### src/rtl/ft245_fifo_bridge.sv
// ft245_fifo_bridge: FT245-style parallel FIFO bridge between pads and SoC core.
// Synchronises TXE#/RXF#, sequences RD#/WR# with programmable timing, drives
// the data-bus output enable, and buffers traffic in TX/RX show-ahead FIFOs.
// Optional macro FT245_ARB_RR_EN: round-robin read/write arbitration
// (default build: fixed read priority).

// Show-ahead FIFO used for both traffic directions.
module ft245_fifo_bridge_fifo #(
    parameter int DEPTH = 16
) (
    input  logic                       clk,
    input  logic                       reset,
    input  logic                       push,
    input  logic [7:0]                 wdata,
    input  logic                       pop,
    output logic [7:0]                 rdata,
    output logic                       full,
    output logic                       empty,
    output logic [$clog2(DEPTH+1)-1:0] level
);
    localparam int AW = $clog2(DEPTH);
    localparam int LW = $clog2(DEPTH + 1);

    logic [7:0]    r_mem [DEPTH];
    logic [AW-1:0] r_wptr;
    logic [AW-1:0] r_rptr;
    logic [LW-1:0] r_cnt;
    logic          w_push_ok;
    logic          w_pop_ok;

    assign full      = (r_cnt == LW'(DEPTH));
    assign empty     = (r_cnt == LW'(0));
    assign level     = r_cnt;
    assign rdata     = r_mem[r_rptr];
    assign w_push_ok = push & ~full;
    assign w_pop_ok  = pop & ~empty;

    // Storage array: written on accepted push only, no reset needed.
    always_ff @(posedge clk) begin
        if (w_push_ok) begin
            r_mem[r_wptr] <= wdata;
        end
    end

    // Pointers wrap naturally modulo DEPTH; occupancy tracks push/pop.
    always_ff @(posedge clk) begin
        if (reset) begin
            r_wptr <= AW'(0);
            r_rptr <= AW'(0);
            r_cnt  <= LW'(0);
        end else begin
            if (w_push_ok) begin
                r_wptr <= r_wptr + AW'(1);
            end
            if (w_pop_ok) begin
                r_rptr <= r_rptr + AW'(1);
            end
            case ({w_push_ok, w_pop_ok})
                2'b10:   r_cnt <= r_cnt + LW'(1);
                2'b01:   r_cnt <= r_cnt - LW'(1);
                default: r_cnt <= r_cnt;
            endcase
        end
    end
endmodule

module ft245_fifo_bridge #(
    parameter int SYNC_STAGES = 2,
    parameter int TX_DEPTH    = 16,
    parameter int RX_DEPTH    = 16,
    parameter int RD_PULSE    = 4,
    parameter int WR_SETUP    = 1,
    parameter int WR_PULSE    = 4,
    parameter int GAP         = 4
) (
    input  logic                          clk,
    input  logic                          reset,
    input  logic [7:0]                    tx_data,
    input  logic                          tx_valid,
    output logic                          tx_ready,
    output logic [7:0]                    rx_data,
    output logic                          rx_valid,
    input  logic                          rx_ready,
    output logic [$clog2(TX_DEPTH+1)-1:0] tx_level,
    output logic [$clog2(RX_DEPTH+1)-1:0] rx_level,
    input  logic [7:0]                    pad_data_i,
    output logic [7:0]                    pad_data_o,
    output logic                          pad_data_oe,
    input  logic                          pad_txe_n,
    input  logic                          pad_rxf_n,
    output logic                          pad_wr_n,
    output logic                          pad_rd_n
);
    localparam int M1   = (RD_PULSE > WR_PULSE) ? RD_PULSE : WR_PULSE;
    localparam int M2   = (WR_SETUP > GAP) ? WR_SETUP : GAP;
    localparam int CMAX = (M1 > M2) ? M1 : M2;
    localparam int CW   = (CMAX > 1) ? $clog2(CMAX) : 1;

    // Recovery must outlast the status synchroniser so arbitration never
    // acts on a stale RXF#/TXE# level from before the last transfer.
    generate
        if (GAP < SYNC_STAGES + 1) begin : g_gap_chk
            $error("GAP must be at least SYNC_STAGES+1");
        end
        if (SYNC_STAGES < 2) begin : g_sync_chk
            $error("SYNC_STAGES must be at least 2");
        end
    endgenerate

    typedef enum logic [2:0] {
        S_IDLE, S_RD, S_WR_SU, S_WR, S_WR_HOLD, S_RECOVER
    } state_t;

    state_t               r_state;
    state_t               w_state_nxt;
    logic [CW-1:0]        r_cnt;
    logic [CW-1:0]        w_cnt_nxt;
    logic [SYNC_STAGES-1:0] r_txe_sync;
    logic [SYNC_STAGES-1:0] r_rxf_sync;
    logic                 w_txe_s;
    logic                 w_rxf_s;
    logic                 w_rd_req;
    logic                 w_wr_req;
    logic                 w_pick_rd;
    logic                 w_pick_wr;
    logic                 w_rx_push;
    logic                 w_tx_pop;
    logic                 w_tx_empty;
    logic                 w_tx_full;
    logic                 w_rx_empty;
    logic                 w_rx_full;
    logic [7:0]           w_tx_head;
    logic                 r_rd_n;
    logic                 r_wr_n;
    logic                 r_oe;
    logic [7:0]           r_data_o;

    ft245_fifo_bridge_fifo #(.DEPTH(TX_DEPTH)) u_tx_fifo (
        .clk(clk), .reset(reset), .push(tx_valid), .wdata(tx_data),
        .pop(w_tx_pop), .rdata(w_tx_head), .full(w_tx_full),
        .empty(w_tx_empty), .level(tx_level)
    );

    ft245_fifo_bridge_fifo #(.DEPTH(RX_DEPTH)) u_rx_fifo (
        .clk(clk), .reset(reset), .push(w_rx_push), .wdata(pad_data_i),
        .pop(rx_ready), .rdata(rx_data), .full(w_rx_full),
        .empty(w_rx_empty), .level(rx_level)
    );

    assign tx_ready    = ~w_tx_full;
    assign rx_valid    = ~w_rx_empty;
    assign pad_rd_n    = r_rd_n;
    assign pad_wr_n    = r_wr_n;
    assign pad_data_oe = r_oe;
    assign pad_data_o  = r_data_o;

    // Status pin synchronisers, idle (high) out of reset.
    always_ff @(posedge clk) begin
        if (reset) begin
            r_txe_sync <= {SYNC_STAGES{1'b1}};
            r_rxf_sync <= {SYNC_STAGES{1'b1}};
        end else begin
            r_txe_sync <= {r_txe_sync[SYNC_STAGES-2:0], pad_txe_n};
            r_rxf_sync <= {r_rxf_sync[SYNC_STAGES-2:0], pad_rxf_n};
        end
    end

    assign w_txe_s  = r_txe_sync[SYNC_STAGES-1];
    assign w_rxf_s  = r_rxf_sync[SYNC_STAGES-1];
    assign w_rd_req = ~w_rxf_s & ~w_rx_full;
    assign w_wr_req = ~w_txe_s & ~w_tx_empty;

`ifdef FT245_ARB_RR_EN
    // 1 = read served last, 0 = write served last.
    logic r_last_grant;

    // Remember which direction was granted so contention alternates.
    always_ff @(posedge clk) begin
        if (reset) begin
            r_last_grant <= 1'b0;
        end else if (r_state == S_IDLE && w_pick_rd) begin
            r_last_grant <= 1'b1;
        end else if (r_state == S_IDLE && w_pick_wr) begin
            r_last_grant <= 1'b0;
        end else begin
            r_last_grant <= r_last_grant;
        end
    end

    assign w_pick_rd = w_rd_req & (~w_wr_req | ~r_last_grant);
`else
    assign w_pick_rd = w_rd_req;
`endif
    assign w_pick_wr = w_wr_req & ~w_pick_rd;

    // Next-state, counter reload and FIFO strobes for the transfer sequencer.
    always_comb begin
        w_state_nxt = r_state;
        w_cnt_nxt   = r_cnt;
        w_rx_push   = 1'b0;
        w_tx_pop    = 1'b0;
        case (r_state)
            S_IDLE: begin
                if (w_pick_rd) begin
                    w_state_nxt = S_RD;
                    w_cnt_nxt   = CW'(RD_PULSE - 1);
                end else if (w_pick_wr) begin
                    w_state_nxt = S_WR_SU;
                    w_cnt_nxt   = CW'(WR_SETUP - 1);
                end else begin
                    w_state_nxt = S_IDLE;
                end
            end
            S_RD: begin
                if (r_cnt == CW'(0)) begin
                    w_rx_push   = 1'b1;
                    w_state_nxt = S_RECOVER;
                    w_cnt_nxt   = CW'(GAP - 1);
                end else begin
                    w_cnt_nxt = r_cnt - CW'(1);
                end
            end
            S_WR_SU: begin
                if (r_cnt == CW'(0)) begin
                    w_state_nxt = S_WR;
                    w_cnt_nxt   = CW'(WR_PULSE - 1);
                end else begin
                    w_cnt_nxt = r_cnt - CW'(1);
                end
            end
            S_WR: begin
                if (r_cnt == CW'(0)) begin
                    w_tx_pop    = 1'b1;
                    w_state_nxt = S_WR_HOLD;
                    w_cnt_nxt   = CW'(0);
                end else begin
                    w_cnt_nxt = r_cnt - CW'(1);
                end
            end
            S_WR_HOLD: begin
                w_state_nxt = S_RECOVER;
                w_cnt_nxt   = CW'(GAP - 1);
            end
            S_RECOVER: begin
                if (r_cnt == CW'(0)) begin
                    w_state_nxt = S_IDLE;
                end else begin
                    w_cnt_nxt = r_cnt - CW'(1);
                end
            end
            default: begin
                w_state_nxt = S_IDLE;
                w_cnt_nxt   = CW'(0);
            end
        endcase
    end

    // Sequencer state and cycle counter.
    always_ff @(posedge clk) begin
        if (reset) begin
            r_state <= S_IDLE;
            r_cnt   <= CW'(0);
        end else begin
            r_state <= w_state_nxt;
            r_cnt   <= w_cnt_nxt;
        end
    end

    // Pad outputs decoded from the next state so they switch with the state.
    always_ff @(posedge clk) begin
        if (reset) begin
            r_rd_n   <= 1'b1;
            r_wr_n   <= 1'b1;
            r_oe     <= 1'b0;
            r_data_o <= 8'h00;
        end else begin
            r_rd_n <= (w_state_nxt != S_RD);
            r_wr_n <= (w_state_nxt != S_WR);
            r_oe   <= (w_state_nxt == S_WR_SU) || (w_state_nxt == S_WR) ||
                      (w_state_nxt == S_WR_HOLD);
            if (r_state == S_IDLE && w_state_nxt == S_WR_SU) begin
                r_data_o <= w_tx_head;
            end else begin
                r_data_o <= r_data_o;
            end
        end
    end
endmodule

### config.mk
export PLATFORM = sky130hd
export DESIGN_NAME = ft245_fifo_bridge
export DESIGN_NICKNAME = d
export VERILOG_FILES = /design/src/rtl/ft245_fifo_bridge.sv
export SDC_FILE = /design/constraint.sdc
export NUM_CORES = 1
export LEC_CHECK = 0
export BUFFER_PORTS_ARGS = -buffer_cell sky130_fd_sc_hd__buf_2
export CAP_MARGIN = 15
export CELL_PAD_IN_SITES_DETAIL_PLACEMENT = 2
export CELL_PAD_IN_SITES_GLOBAL_PLACEMENT = 2
export CORE_MARGIN = 2
export CORE_UTILIZATION = 47
export DETAILED_ROUTE_END_ITERATION = 8
export PLACE_DENSITY_LB_ADDON = 0.1
export SYNTH_ARGS = -nofsm -noshare
export SYNTH_HDL_FRONTEND = slang
export SYNTH_SLANG_ARGS = --single-unit
### constraint.sdc
create_clock -name clk -period 3.63 [get_ports clk]
set_input_delay 0.1815 -clock clk [delete_from_list [all_inputs] [get_ports clk]]
set_output_delay 0.1815 -clock clk [all_outputs]
set_load 0.01 [all_outputs]
---- Word level (Yosys, flattened, before mapping) ----
Memories as Yosys holds them, arrays and structs flattened. A register that Yosys moved wholly into a read port is not among the register bits.
Cells that the tools add are included.
cells by class
  $add $sub $neg .......................... 9
  equal/unequal tests ..................... 18
  muxes and demuxes ....................... 24
  bitwise gates (word level) .............. 14
  reductions and logical operators ........ 11
operators by type and width
  operator               number
  $pmux W5 S2            2
  $pmux W3 S6            1
  $add A4 B1 Y4 const B  4
  $mux W2                7
  $eq A3 B2 Y1 const B   4
  $mux W3                4
  $add A5 B1 Y5 const B  2
  $eq A5 B5 Y1 const B   2
  $logic_not A5 Y1       2
  $pmux W2 S5            1
  $sub A5 B1 Y5 const B  2
  $eq A3 B3 Y1 const B   3
  $mux W4                2
  $and A1 B1 Y1          7
  $mux W1                7
  $not A1 Y1             7
  $eq A2 B1 Y1 const B   2
  $eq A2 B2 Y1 const B   2
  $reduce_bool A2 Y1     2
  $eq A3 B1 Y1 const B   1
  $logic_not A3 Y1       1
  $ne A3 B1 Y1 const B   1
  $ne A3 B2 Y1 const B   1
  $ne A3 B3 Y1 const B   1
  7 further kinds        8
word-level totals
  flip-flop bits (word level) ............. 38
  memory bits (writable) .................. 256
  bits of input ports ..................... 22
  output and inout bits ................... 31
  logic and storage cells ................. 91
  memories kept ........................... 2
memory list
  name             words  bits a word  read ports  clocked after Yosys merged registers in  write ports  RTL line  RTL
  u_rx_fifo.r_mem  16     8            1           1                                        1            24        logic [7:0] r_mem [DEPTH];
  u_tx_fifo.r_mem  16     8            1           1                                        1            24

---- Depth between registers and ports, before layout ----
Gate-level depths: netlist of the first run.
  depth in word-level cells ............... 11
  depth in mapped cells ................... 13
  mapped depth without buffers ............ 13

---- Modules after synthesis ----
Synthesis of the first run repeated with hierarchy kept, for this count alone.
second synthesis, totals
  cells, all modules ...................... 746
  area, all modules ....................... 12604.6 um2
by module, submodules not included
  module                  instances  cells an instance  area each (um2)  sequential area each (um2)
  ft245_fifo_bridge_fifo  2          324                5836.8           4184.0
  ft245_fifo_bridge       1          98                 930.9            400.4

---- Worst setup path before layout of the first run ----
OpenSTA, ideal clock, no wires.
  kind .................................... register to register
  start ................................... register r_cnt[0]
  end ..................................... register u_rx_fifo.r_cnt[4] (netlist: u_rx_fifo.level[4])
  arrival time ............................ 3.074 ns
  required time ........................... 3.558 ns
  setup slack ............................. 0.484 ns
  stages on the path, launching flop included .. 13
  buffers on the path ..................... 0
  clock period less this slack ............ 3.146 ns
  path through ............................ dfxtp_1 inv_1 ha_1 nand2_1 a2111oi_2 inv_1 ha_1 ha_1 nor2b_1 o21ai_0 a21oi_1 or4_1 a21oi_1
between the ends
  longest elaborated chain between the ends .. 6
RTL lines
  element                                            RTL line  RTL
  start: declaration                                 116       logic [CW-1:0] r_cnt;
  start signal: assignment                           265       r_cnt <= w_cnt_nxt;
  $logic_not A2 Y1 *                                 215       if (r_cnt == CW'(0)) begin
  $mux W1 *                                          215
  $mux W1 *                                          202       case (r_state)
  $and A1 B1 Y1 *                                    35        assign w_push_ok = push & ~full;
  $eq A2 B1 Y1 or $eq A2 B2 Y1 (tied branches)       58        case ({w_push_ok, w_pop_ok})
  $pmux W5 S2 or $reduce_bool A2 Y1 (tied branches)  n/a
  end signal: assignment                             59        2'b10: r_cnt <= r_cnt + LW'(1);
  end signal: assignment                             60        2'b01: r_cnt <= r_cnt - LW'(1);
  end signal: assignment                             61        default: r_cnt <= r_cnt;
  end: declaration                                   27        logic [LW-1:0] r_cnt;
Every way passes the cells marked *; elsewhere a longest branch is shown, timed or not.
A chain may end at the register's enable or synchronous reset.

---- Worst setup path after layout of the first run ----
Ends and elaborated chain as after synthesis.

==> results of run 1 <==
==> per-layer routing <==
layer | GRT usage | share of wire
met4 | 0.114 | 0.041
met2 | 0.491 | 0.54
met3 | 0.0439 | 0.042
met5 | 0 | 0.00037
met1 | 0.320 | 0.38
==> cells by family after synthesis <==
group / count (synthesis) / share of synthesized area
xor gates and xnor gates: 16 / 0.0115
adders and majority gates: 23 / 0.0248
AOI/OAI and AO/OA: 71 / 0.0401
and+or+nand+nor: 134 / 0.0516
buffers and inverters: 57 / 0.0192
muxes: 80 / 0.140
DFF: 306 / 0.713
==> power by group through the flow <==
stage	Sequential [W]	Combinational, W	Clock, W
finish	0.00400	0.00111	0.00358
global route	0.00401	0.00121	0.00376
CTS	0.00400	0.00112	0.00365
detailed placement	0.00407	0.00107	0
global placement	0.00405	0.00100	0
floorplan	0.00404	0.000736	0
==> worst paths after layout <==
check        cells past startpoint  slack [ns]                      to
max                             12        0.26      u_rx_fifo.level[4]
min                              1        0.06  u_tx_fifo.r_mem[14][7]
max reg2reg                     12        0.26      u_rx_fifo.level[4]
min reg2reg                      1        0.42           r_rxf_sync[1]
==> synthesized netlist by cell type (2+ instances only) <==
master	instances
a211oi_1	4
a21boi_1	2
a21o_1	10
a21oi_1	24
a22oi_1	15
and3_1	3
buf_1	2
buf_2	7
clkbuf_1	26
dfxtp_1	50
edfxtp_1	256
fa_1	2
ha_1	21
inv_1	20
mux2i_1	8
mux4_2	72
nand2_1	23
nand2b_1	5
nand4_1	4
nor2_1	64
nor2b_1	8
nor3_1	14
nor4_1	2
o21ai_0	5
o31a_1	2
o31ai_1	2
or2_2	4
or4_1	2
xnor2_1	6
xor2_1	10
==> worst register-to-register path: stages, from the launching register on <==
cell and delay [ns]:
dfxtp_1 0.32, inv_1 0.14, ha_1 0.27, nand2_1 0.23
a2111oi_4 0.41, inv_1 0.10, ha_1 0.29, ha_1 0.35
nor2b_1 0.16, o21ai_0 0.23, a21oi_1 0.13, or4_1 0.48
a21oi_1 0.17
==> layout make-up <==
type | count | area share
timing repair buffer | 78 | 0.0336
sequential | 306 | 0.618
inverter | 20 | 0.00533
clock buffer | 41 | 0.0684
clock inverter | 21 | 0.0132
tap | 330 | 0.0293
multi-input combinational | 324 | 0.233
==> timing repair <==
item                       in CTS  in global routing
hold endpoints to repair        2                  0
gates resized for setup         0                  2
hold buffers                    2                  0
setup endpoints to repair       0                  1
==> per-stage QoR <==
stage | area (um2) | power, W | hold slack (ns) | worst slack [ns]
4_1_cts | 14100 | 0.00877 | 0.0467 | 0.212
2_1_floorplan | 12200 | 0.00477 | 0.280 | 0.484
6_report | 14100 | 0.00870 | 0.0613 | 0.257
3_5_place_dp | 12900 | 0.00514 | 0.375 | 0.333
5_1_grt | 14100 | 0.00898 | 0.0638 | 0.0209
3_3_place_gp | 12900 | 0.00506 | 0.365 | 0.552
==> cells in the final DEF, fill, tap and decap left out, types with 2 or more instances in the layout <==
cell           instances
o31ai_1                2
nand4_1                4
mux2i_1                8
clkinv_1               4
buf_2                 52
xor2_1                10
mux4_2                72
a22oi_1               15
a21boi_1               2
nor4_1                 2
or4_1                  2
clkinvlp_4             2
edfxtp_1             256
fa_1                   2
a21oi_1               24
ha_1                  21
nand2b_1               5
nor2b_1                8
xnor2_1                6
clkbuf_1               3
a211oi_1               4
clkinv_2              10
and3_1                 3
inv_1                 20
dfxtp_2                3
a21o_1                10
buf_4                 23
dlygate4sd3_1          2
dfxtp_1               47
nand2_1               23
nor3_1                14
clkbuf_16             38
o31a_1                 2
nor2_1                64
o21ai_0                5
or2_2                  4
bufinv_16              3
==> flip-flops by register name, indices dropped and copies added, names as in the netlist, 3 cells and up, named ones only <==
register	flops
u_rx_fifo.r_wptr	4
u_rx_fifo.level	5
pad_data_o	8
r_state	3
u_rx_fifo.r_mem	128
u_rx_fifo.r_rptr	4
u_tx_fifo.level	5
u_tx_fifo.r_rptr	4
u_tx_fifo.r_wptr	4
u_tx_fifo.r_mem	128
==> reports/results.ini, run 1 <==
[die]
die_y_um=165
fp.dieW_um=165
ios=53
dieArea_um2=27200
rows=58
start_util=0.481
coreArea_um2=25300

[worst_setup_path]
worst_path_largest_cell_delay_ns=0.48
crit_path_frequent_cell=ha_1
crit_slowest_cell=or4_1
rr_startpoint=r_cnt[0]
arrival_ns=3.80
cp.required_ns=4.05
crit_buf_inv=2
endpoint_kind=flip-flop
crit_type=reg2reg
crit_fanout=5
crit_path_start_kind=flip-flop
path_cells=inv_1 -> ha_1 -> nand2_1 -> a2111oi_4 -> inv_1 -> ha_1 -> ha_1 -> nor2b_1 -> o21ai_0 -> a21oi_1 -> or4_1 -> a21oi_1
crit_family=compound AO/OA/AOI/OAI gates
crit_start=r_cnt[0]

[clocking]
post-cts-setup-buffers=0
cts-htree-levels=2
cts_buffers=34
cts_buffer_depth=3
cts_root_buffer=clkbuf_16
clkSinkCount=306
cts_tree=built
worstSkewPairLatency_ns=0.53
clk_pin_slew_ns=0.06

[finish]
fillCellCount=2147
fin_cells=1120
fin_util=0.556
seq_area_um2=8690
final_nets=809
insertedDiodeCount=0
syn2layout_area_growth_pct=15.5
layout-drive-gt1-share=0.271
multi_input_area_um2=3280

[timing]
finClkSkew_ns=0.0285
max_slew_margin=0.214
layout_min_cycle_time_ns=3.37
worst_pin_slew_ns=1.17
fmax_ghz=0.296
hold_violations=0
rsz0062_at_grt=false
tns_ns=0
finalCritPeriodShare=0.929
finalSetupViolCount=0
slew_viol_final=0

[min_path]
min_path_type=in2reg
hp-start=tx_data[7]

[power_and_ir_drop]
leakage_nw=4.66
p_clk_frac=0.412
p_comb_frac=0.128
switchingPower_w=0.00220
switching_share=0.252
power_density_nw_per_um2=618
p_seq_frac=0.460
vdd.ir_drop.worst_mv=0.419
p_int_w=0.00650

[global_route]
grt_max_degree=46
grt-ovfl-total=0
antenna_found_initial=2
grt_pass1_wl_um=51700
grt_pass1_vias=7621
grtUsageTotal=0.271

[job]
cap_violations=0

[yosys]
syn_nets=732
synth_area_leaders=edfxtp_1 (63%), mux4_2 (13%), dfxtp_1 (8.2%)
ys_types=44
synth_top_area_frac=0.631
synth_area_um2=12200
async_reset_ff_frac=0
netlist_instances=687
ys_ff_latch=306
synth-seq-area-share=0.713
synth-edff-count=256
yosys_warnings=0
syn_area_per_cell_um2=17.7
synth_flop_cell=edfxtp_1
synth_top_cell_by_area=edfxtp_1

[detailed_routing]
ant_nets=0
drtIter0Drc=530
routed_via_density=5.98
wl_per_cell_um=31.4
drt-total-wl_um=35100
vias=6693
drc_errors=0
dr.pass1.iters=4

[place]
place_hpwl_um=21300
gp_congestion=0.768
dp.cells=1056
portBuffers=52

[outcome]
outcome=finished clean

Note: power is estimated with default switching activity, not from simulation.
==> run 2: changes to the inputs <==
CORE_ASPECT_RATIO = 1.75   (was unset)
==> reports/results.ini, run 2 (synthesis results as in run 1) <==
[outcome]
outcome=finished clean

[detailed_routing]
drt-total-wl_um=30100  ; -14%
routed_via_density=5.75  ; -3.7%
wl_per_cell_um=27.2  ; -13%
vias=6357  ; -5.0%
drtIter0Drc=357  ; -33%
drc_errors=0  ; unchanged
ant_nets=0  ; unchanged
dr.pass1.iters=4  ; unchanged

[timing]
worst_slack_ns=0.281  ; +0.0244 ns
rsz0062_at_grt=false
layout_min_cycle_time_ns=3.35  ; -0.0244 ns
worst_pin_slew_ns=1.14  ; -0.0382 ns
max_slew_margin=0.239  ; +0.0255
hold_violations=0  ; unchanged
finalCritPeriodShare=0.922  ; -0.00673
tns_ns=0  ; unchanged
finalSetupViolCount=0  ; unchanged
hold_ws_ns=0.0182  ; -0.0431 ns
slew_viol_final=0  ; unchanged
finClkSkew_ns=0.0261  ; -0.00245 ns
fmax_ghz=0.299  ; +0.73%

[worst_setup_path]
crit_path_start_kind=flip-flop
cp.required_ns=4.10  ; +0.05 ns
r2r-end=u_rx_fifo.level[4]
arrival_ns=3.82  ; +0.02 ns
rr_startpoint=r_cnt[0]
worst_path_largest_cell_delay_ns=0.48  ; about the same
crit_slowest_cell=or4_1
crit_path_frequent_cell=inv_1
rrSetupSlack_ns=0.28  ; +0.02 ns
crit_type=reg2reg
path_cells=inv_1 -> ha_1 -> nand2_1 -> a2111oi_2 -> inv_1 -> ha_1 -> inv_1 -> fa_1 -> nor2b_1 -> o21ai_0 -> a21oi_1 -> or4_1 -> a21oi_1
endpoint_kind=flip-flop
crit_fanout=5  ; unchanged
reg2reg_depth=13  ; +1

[finish]
insertedDiodeCount=0  ; unchanged
final_common_cell=edfxtp_1
layout-drive-gt1-share=0.254  ; -0.0174
fillCellCount=2223  ; +3.5%
postLayoutCellArea_um2=13800  ; -1.9%
fin_cells=1105  ; -1.3%
final_nets=809  ; unchanged
syn2layout_area_growth_pct=13.4
seq_area_um2=8690  ; about the same
multi_input_area_um2=3260  ; -0.38%
final_cell_mix=edfxtp_1 (256), mux4_2 (72), nor2_1 (64)

[min_path]
hold_end=u_tx_fifo.r_mem[10][4]
holdPathStages=1  ; unchanged
hp-start=tx_data[4]
min_path_type=in2reg

[global_route]
grt_pass1_wl_um=45600  ; -12%
grt-ovfl-total=0  ; unchanged
antenna_found_initial=0  ; -2
grt_pass1_vias=7364  ; -3.4%
grtUsageTotal=0.227  ; -0.0443
grt_max_degree=46  ; unchanged

[place]
gp_congestion=0.761  ; -0.86%
portBuffers=52  ; unchanged
place_hpwl_um=21200  ; -0.80%
dp.cells=1044  ; -1.1%
dpl_cell_area_um2=12900  ; -0.31%
dpl_worst_slack_ns=0.360  ; +0.0268 ns

[clocking]
worstSkewPairLatency_ns=0.57  ; +0.04 ns
cts_buffers=27  ; -21%
ctsResizeCount=0  ; unchanged
cts-htree-levels=1  ; -1
cts_buffer_depth=3  ; unchanged
cts_tree=built
cts_root_buffer=clkbuf_16
clkSinkCount=306  ; unchanged
clk_pin_slew_ns=0.07  ; about the same

[die]
coreArea_um2=25700  ; +1.3%
dieArea_um2=27300  ; +0.19%
rows=78  ; +34%
die_y_um=217  ; +32%
ios=53  ; unchanged
fp.dieW_um=126  ; -24%
start_util=0.475  ; -0.00638

[power_and_ir_drop]
leakage_nw=4.52  ; -3.0%
vdd.ir_drop.worst_mv=0.469  ; +12%
power_density_nw_per_um2=570  ; -7.7%

[job]
cap_violations=0  ; unchanged

run 2: changes by cell type in the layout (fill, tap and decap cells not counted), sizes merged:
| cell | change |
|---|---|
| clkinvlp | +3 |
| buf | -2 |
| bufinv | -1 |
| clkbuf | -10 |
| clkinv | -4 |
| dlygate4sd3 | +9 |
run 2: repair_timing:
action                                 CTS  global route
endpoints found under the hold margin   94             0
buffers inserted                         0             0
hold buffers                            11             0
run 2: how the worst max path moves through the flow:
stage	from	to	slack, ns	cells past startpoint
after floorplan	r_cnt[0]	u_rx_fifo.level[4]	0.48	12
after global placement	r_cnt[0]	u_rx_fifo.level[4]	0.63	12
after detailed placement	r_cnt[0]	u_tx_fifo.level[4]	0.36	13
after CTS	r_cnt[0]	u_rx_fifo.level[4]	0.28	13
after global routing	r_cnt[0]	u_rx_fifo.level[4]	0.02	13
final	r_cnt[0]	u_rx_fifo.level[4]	0.28	13
run 2: worst max-delay path: cells and delay by family, from the launching register on:
kind	cells	cell delay, ns
AO/OA/AOI/OAI	4	0.97
buffers and inverters	3	0.41
adder cells (fa/ha/maj)	3	0.80
AND/OR/NAND/NOR	3	0.75
flip-flops	1	0.35
run 2: report_power, final:
group          total, W  switching, W  internal, W
clock           0.00280       0.00129      0.00152
sequential      0.00399     0.0000934      0.00390
combinational   0.00108      0.000592     0.000492
run 2: layout make-up:
type                       instances  share of cell area
inverter                          20             0.00543
timing repair buffer              85              0.0388
sequential                       306               0.629
clock inverter                    19              0.0114
clock buffer                      31              0.0500
tap                              320              0.0290
multi-input combinational        324               0.236
run 2: through the flow:
| step | utilization | power, W |
|---|---|---|
| 2_1_floorplan | - | 0.00477 |
| 3_3_place_gp | 0.501 | 0.00506 |
| 3_5_place_dp | 0.501 | 0.00516 |
| 4_1_cts | 0.538 | 0.00797 |
| 5_1_grt | 0.538 | 0.00817 |
| 6_report | 0.538 | 0.00788 |
run 2: per-layer routing:
| metal | vias up | part of all wire | global-route usage |
|---|---|---|---|
| li1 | 2828 | - | - |
| met1 | 3364 | 0.34 | 0.232 |
| met2 | 114 | 0.60 | 0.464 |
| met3 | 51 | 0.025 | 0.0243 |
| met4 | 0 | 0.031 | 0.0793 |
| met5 | - | 0 | 0 |
==> run 3: changes to the inputs <==
CELL_PAD_IN_SITES_DETAIL_PLACEMENT = 1   (was 2)
CELL_PAD_IN_SITES_GLOBAL_PLACEMENT = 1   (was 2)
CORE_UTILIZATION = 53   (was 47)
SYNTH_HIERARCHICAL = 1   (was unset)
==> reports/results.ini, run 3 <==
[outcome]
outcome=finished clean

[clocking]
cts_buffers=27  ; unchanged
ctsResizeCount=0  ; unchanged
clk_pin_slew_ns=0.06  ; about the same
cts_root_buffer=clkbuf_16
cts_buffer_depth=3  ; unchanged
cts_tree=built
worstSkewPairLatency_ns=0.54  ; -0.03 ns
cts-htree-levels=1  ; unchanged
clkSinkCount=310  ; +1.3%

[timing]
slew_viol_final=0  ; unchanged
tns_ns=0  ; unchanged
hold_violations=0  ; unchanged
finClkSkew_ns=0.00954  ; -0.0165 ns
rsz0062_at_grt=false
max_slew_margin=0.329  ; +0.0899
layout_min_cycle_time_ns=3.26  ; -0.0859 ns
finalCritPeriodShare=0.899  ; -0.0237
finalSetupViolCount=0  ; unchanged
worst_pin_slew_ns=1.00  ; -0.134 ns
fmax_ghz=0.306  ; +2.6%

[worst_setup_path]
crit_start=r_cnt[0]
rr_startpoint=r_cnt[0]
crit_type=reg2reg
cp.required_ns=4.06  ; -0.04 ns
crit_path_start_kind=flip-flop
endpoint_kind=flip-flop
arrival_ns=3.69  ; -0.13 ns
crit_fanout=9  ; +4

[yosys]
syn_nets=787  ; +7.5%
synth_area_leaders=edfxtp_1 (61%), mux4_2 (11%), dfxtp_1 (8.6%)
async_reset_ff_frac=0  ; unchanged
synth_top_area_frac=0.610  ; -0.0210
yosys_warnings=6  ; +6
ys_ff_latch=310  ; +1.3%
syn_area_per_cell_um2=16.9  ; -4.7%
synth_area_um2=12600  ; +3.4%
ys_types=54  ; +23%
synth_flop_cell=edfxtp_1
netlist_instances=746  ; +8.6%
synth_commonest_cells=edfxtp_1 (256), nor2_1 (83), mux4_2 (64), dfxtp_1 (54), nand2_1 (34)
yosysMostFrequentCell=edfxtp_1
synth-seq-area-share=0.696  ; -0.0174
synth-edff-count=256  ; unchanged
synth_top_cell_by_area=edfxtp_1

[die]
ios=53  ; unchanged
dieArea_um2=25100  ; -8.1%
start_util=0.540  ; +0.0655
fp.dieW_um=121  ; -4.1%
die_y_um=208  ; -4.1%
rows=74  ; -5.1%
coreArea_um2=23300  ; -9.1%

[detailed_routing]
wl_per_cell_um=24.0  ; -12%
drtIter0Drc=383  ; +7.3%
dr.pass1.iters=4  ; unchanged
drt-total-wl_um=27100  ; -9.8%
routed_via_density=5.84  ; +1.6%
drc_errors=0  ; unchanged
vias=6602  ; +3.9%
ant_nets=0  ; unchanged

[finish]
insertedDiodeCount=0  ; unchanged
final_common_cell=edfxtp_1
final_nets=846  ; +4.6%
postLayoutCellArea_um2=14100  ; +2.0%
final_cell_mix=edfxtp_1 (256), nor2_1 (83), mux4_2 (64)
layout-drive-gt1-share=0.242  ; -0.0114
syn2layout_area_growth_pct=11.8

[min_path]
hp-start=tx_data[3]
min_path_type=in2reg

[place]
place_hpwl_um=18900  ; -10%
portBuffers=52  ; unchanged
dpl_cell_area_um2=13100  ; +2.2%
gp_congestion=0.843  ; +11%

[global_route]
grt_max_degree=60  ; +30%
antenna_found_initial=0  ; unchanged
grt-ovfl-total=0  ; unchanged
grtUsageTotal=0.225  ; -0.00159
grt_pass1_wl_um=42400  ; -6.9%
grt_pass1_vias=7370  ; +0.081%

[job]
cap_violations=0  ; unchanged

[power_and_ir_drop]
leakage_nw=4.78  ; +5.7%
power_density_nw_per_um2=567  ; -0.64%
vdd.ir_drop.worst_mv=0.383  ; -18%

run 3: cell types whose count changed after synthesis, moves of 5 or more:
cell | previous run | this run
a21o_1 | 10 | 2
a21oi_1 | 24 | 8
a22oi_1 | 15 | 32
buf_6 | 1 | 7
mux2i_1 | 8 | 15
mux4_2 | 72 | 64
nand2_1 | 23 | 34
nor2_1 | 64 | 83
o21a_1 | 0 | 5
xor2_1 | 10 | 15
run 3: metal layers:
metal / wire [um] / share of wire / vias up / global-route usage
met5: 0 / 0 / - / 0
met2: 15800 / 0.58 / 123 / 0.437
met4: 968 / 0.036 / 0 / 0.0878
met1: 9620 / 0.35 / 3427 / 0.244
met3: 760 / 0.028 / 52 / 0.0244
li1: - / - / 3000 / -
run 3: worst paths after layout:
path / slack (ns) / endpoint / cells after the start
min: 0.02 / u_tx_fifo/r_mem[9][3] / 1
min reg2reg: 0.42 / r_txe_sync[1] / 1
max reg2reg: 0.37 / u_tx_fifo/level[4] / 13
max: 0.37 / u_tx_fifo/level[4] / 13
run 3: metrics by stage:
stage	setup slack [ns]	utilization	instances	total power, W	hold WS [ns]
after global placement	0.605	0.563	1073	0.00515	0.365
final	0.367	0.604	1130	0.00798	0.0180
after CTS	0.398	0.603	1129	0.00807	0.00533
after global routing	0.0871	0.604	1130	0.00827	0.0247
after floorplan	0.568	-	746	0.00489	0.280
after detailed placement	0.427	0.563	1073	0.00523	0.375
run 3: critical path, cell delays in order (launching register included):
cell	delay (ns)
dfxtp_1	0.33
inv_1	0.12
ha_1	0.25
nand2_1	0.11
nor2_1	0.47
o21ai_4	0.13
inv_1	0.09
ha_1	0.33
xor2_1	0.19
ha_1	0.20
inv_1	0.07
a21o_1	0.16
a221oi_1	0.34
mux2_2	0.37
run 3: cell type report:
class                           count  area (um2)
Clock buffer                       36         719
Clock inverter                     14         146
Inverter                           19        71.3
Tap cell                          304         380
Multi-Input combinational cell    373        3530
Timing Repair Buffer               74         465
Fill cell                        2134        9250
Sequential cell                   310        8770
run 3: logic make-up (layout without fill, tap and decap cells):
logic type	Yosys count	in the layout	synth area share
AOI/OAI and AO/OA	80	80	0.0536
buffers and inverters	63	143	0.0240
and+or+nand+nor	175	175	0.0673
DFF	310	310	0.696
muxes	81	81	0.128
adders and majority gates	19	19	0.0189
xor gates and xnor gates	18	18	0.0125
run 3: report_power, final:
| group | switching (W) | internal (W) | total (W) |
|---|---|---|---|
| Sequential | 0.000119 | 0.00396 | 0.00407 |
| Combinational | 0.000618 | 0.000460 | 0.00108 |
| Clock | 0.00122 | 0.00161 | 0.00283 |
| Total | 0.00196 | 0.00602 | 0.00798 |
run 3: what timing repair did:
item	4_1_cts	5_1_grt
hold endpoints to repair	51	0
endpoints found under the setup margin	0	0
hold buffers	6	0
setup buffers	0	0
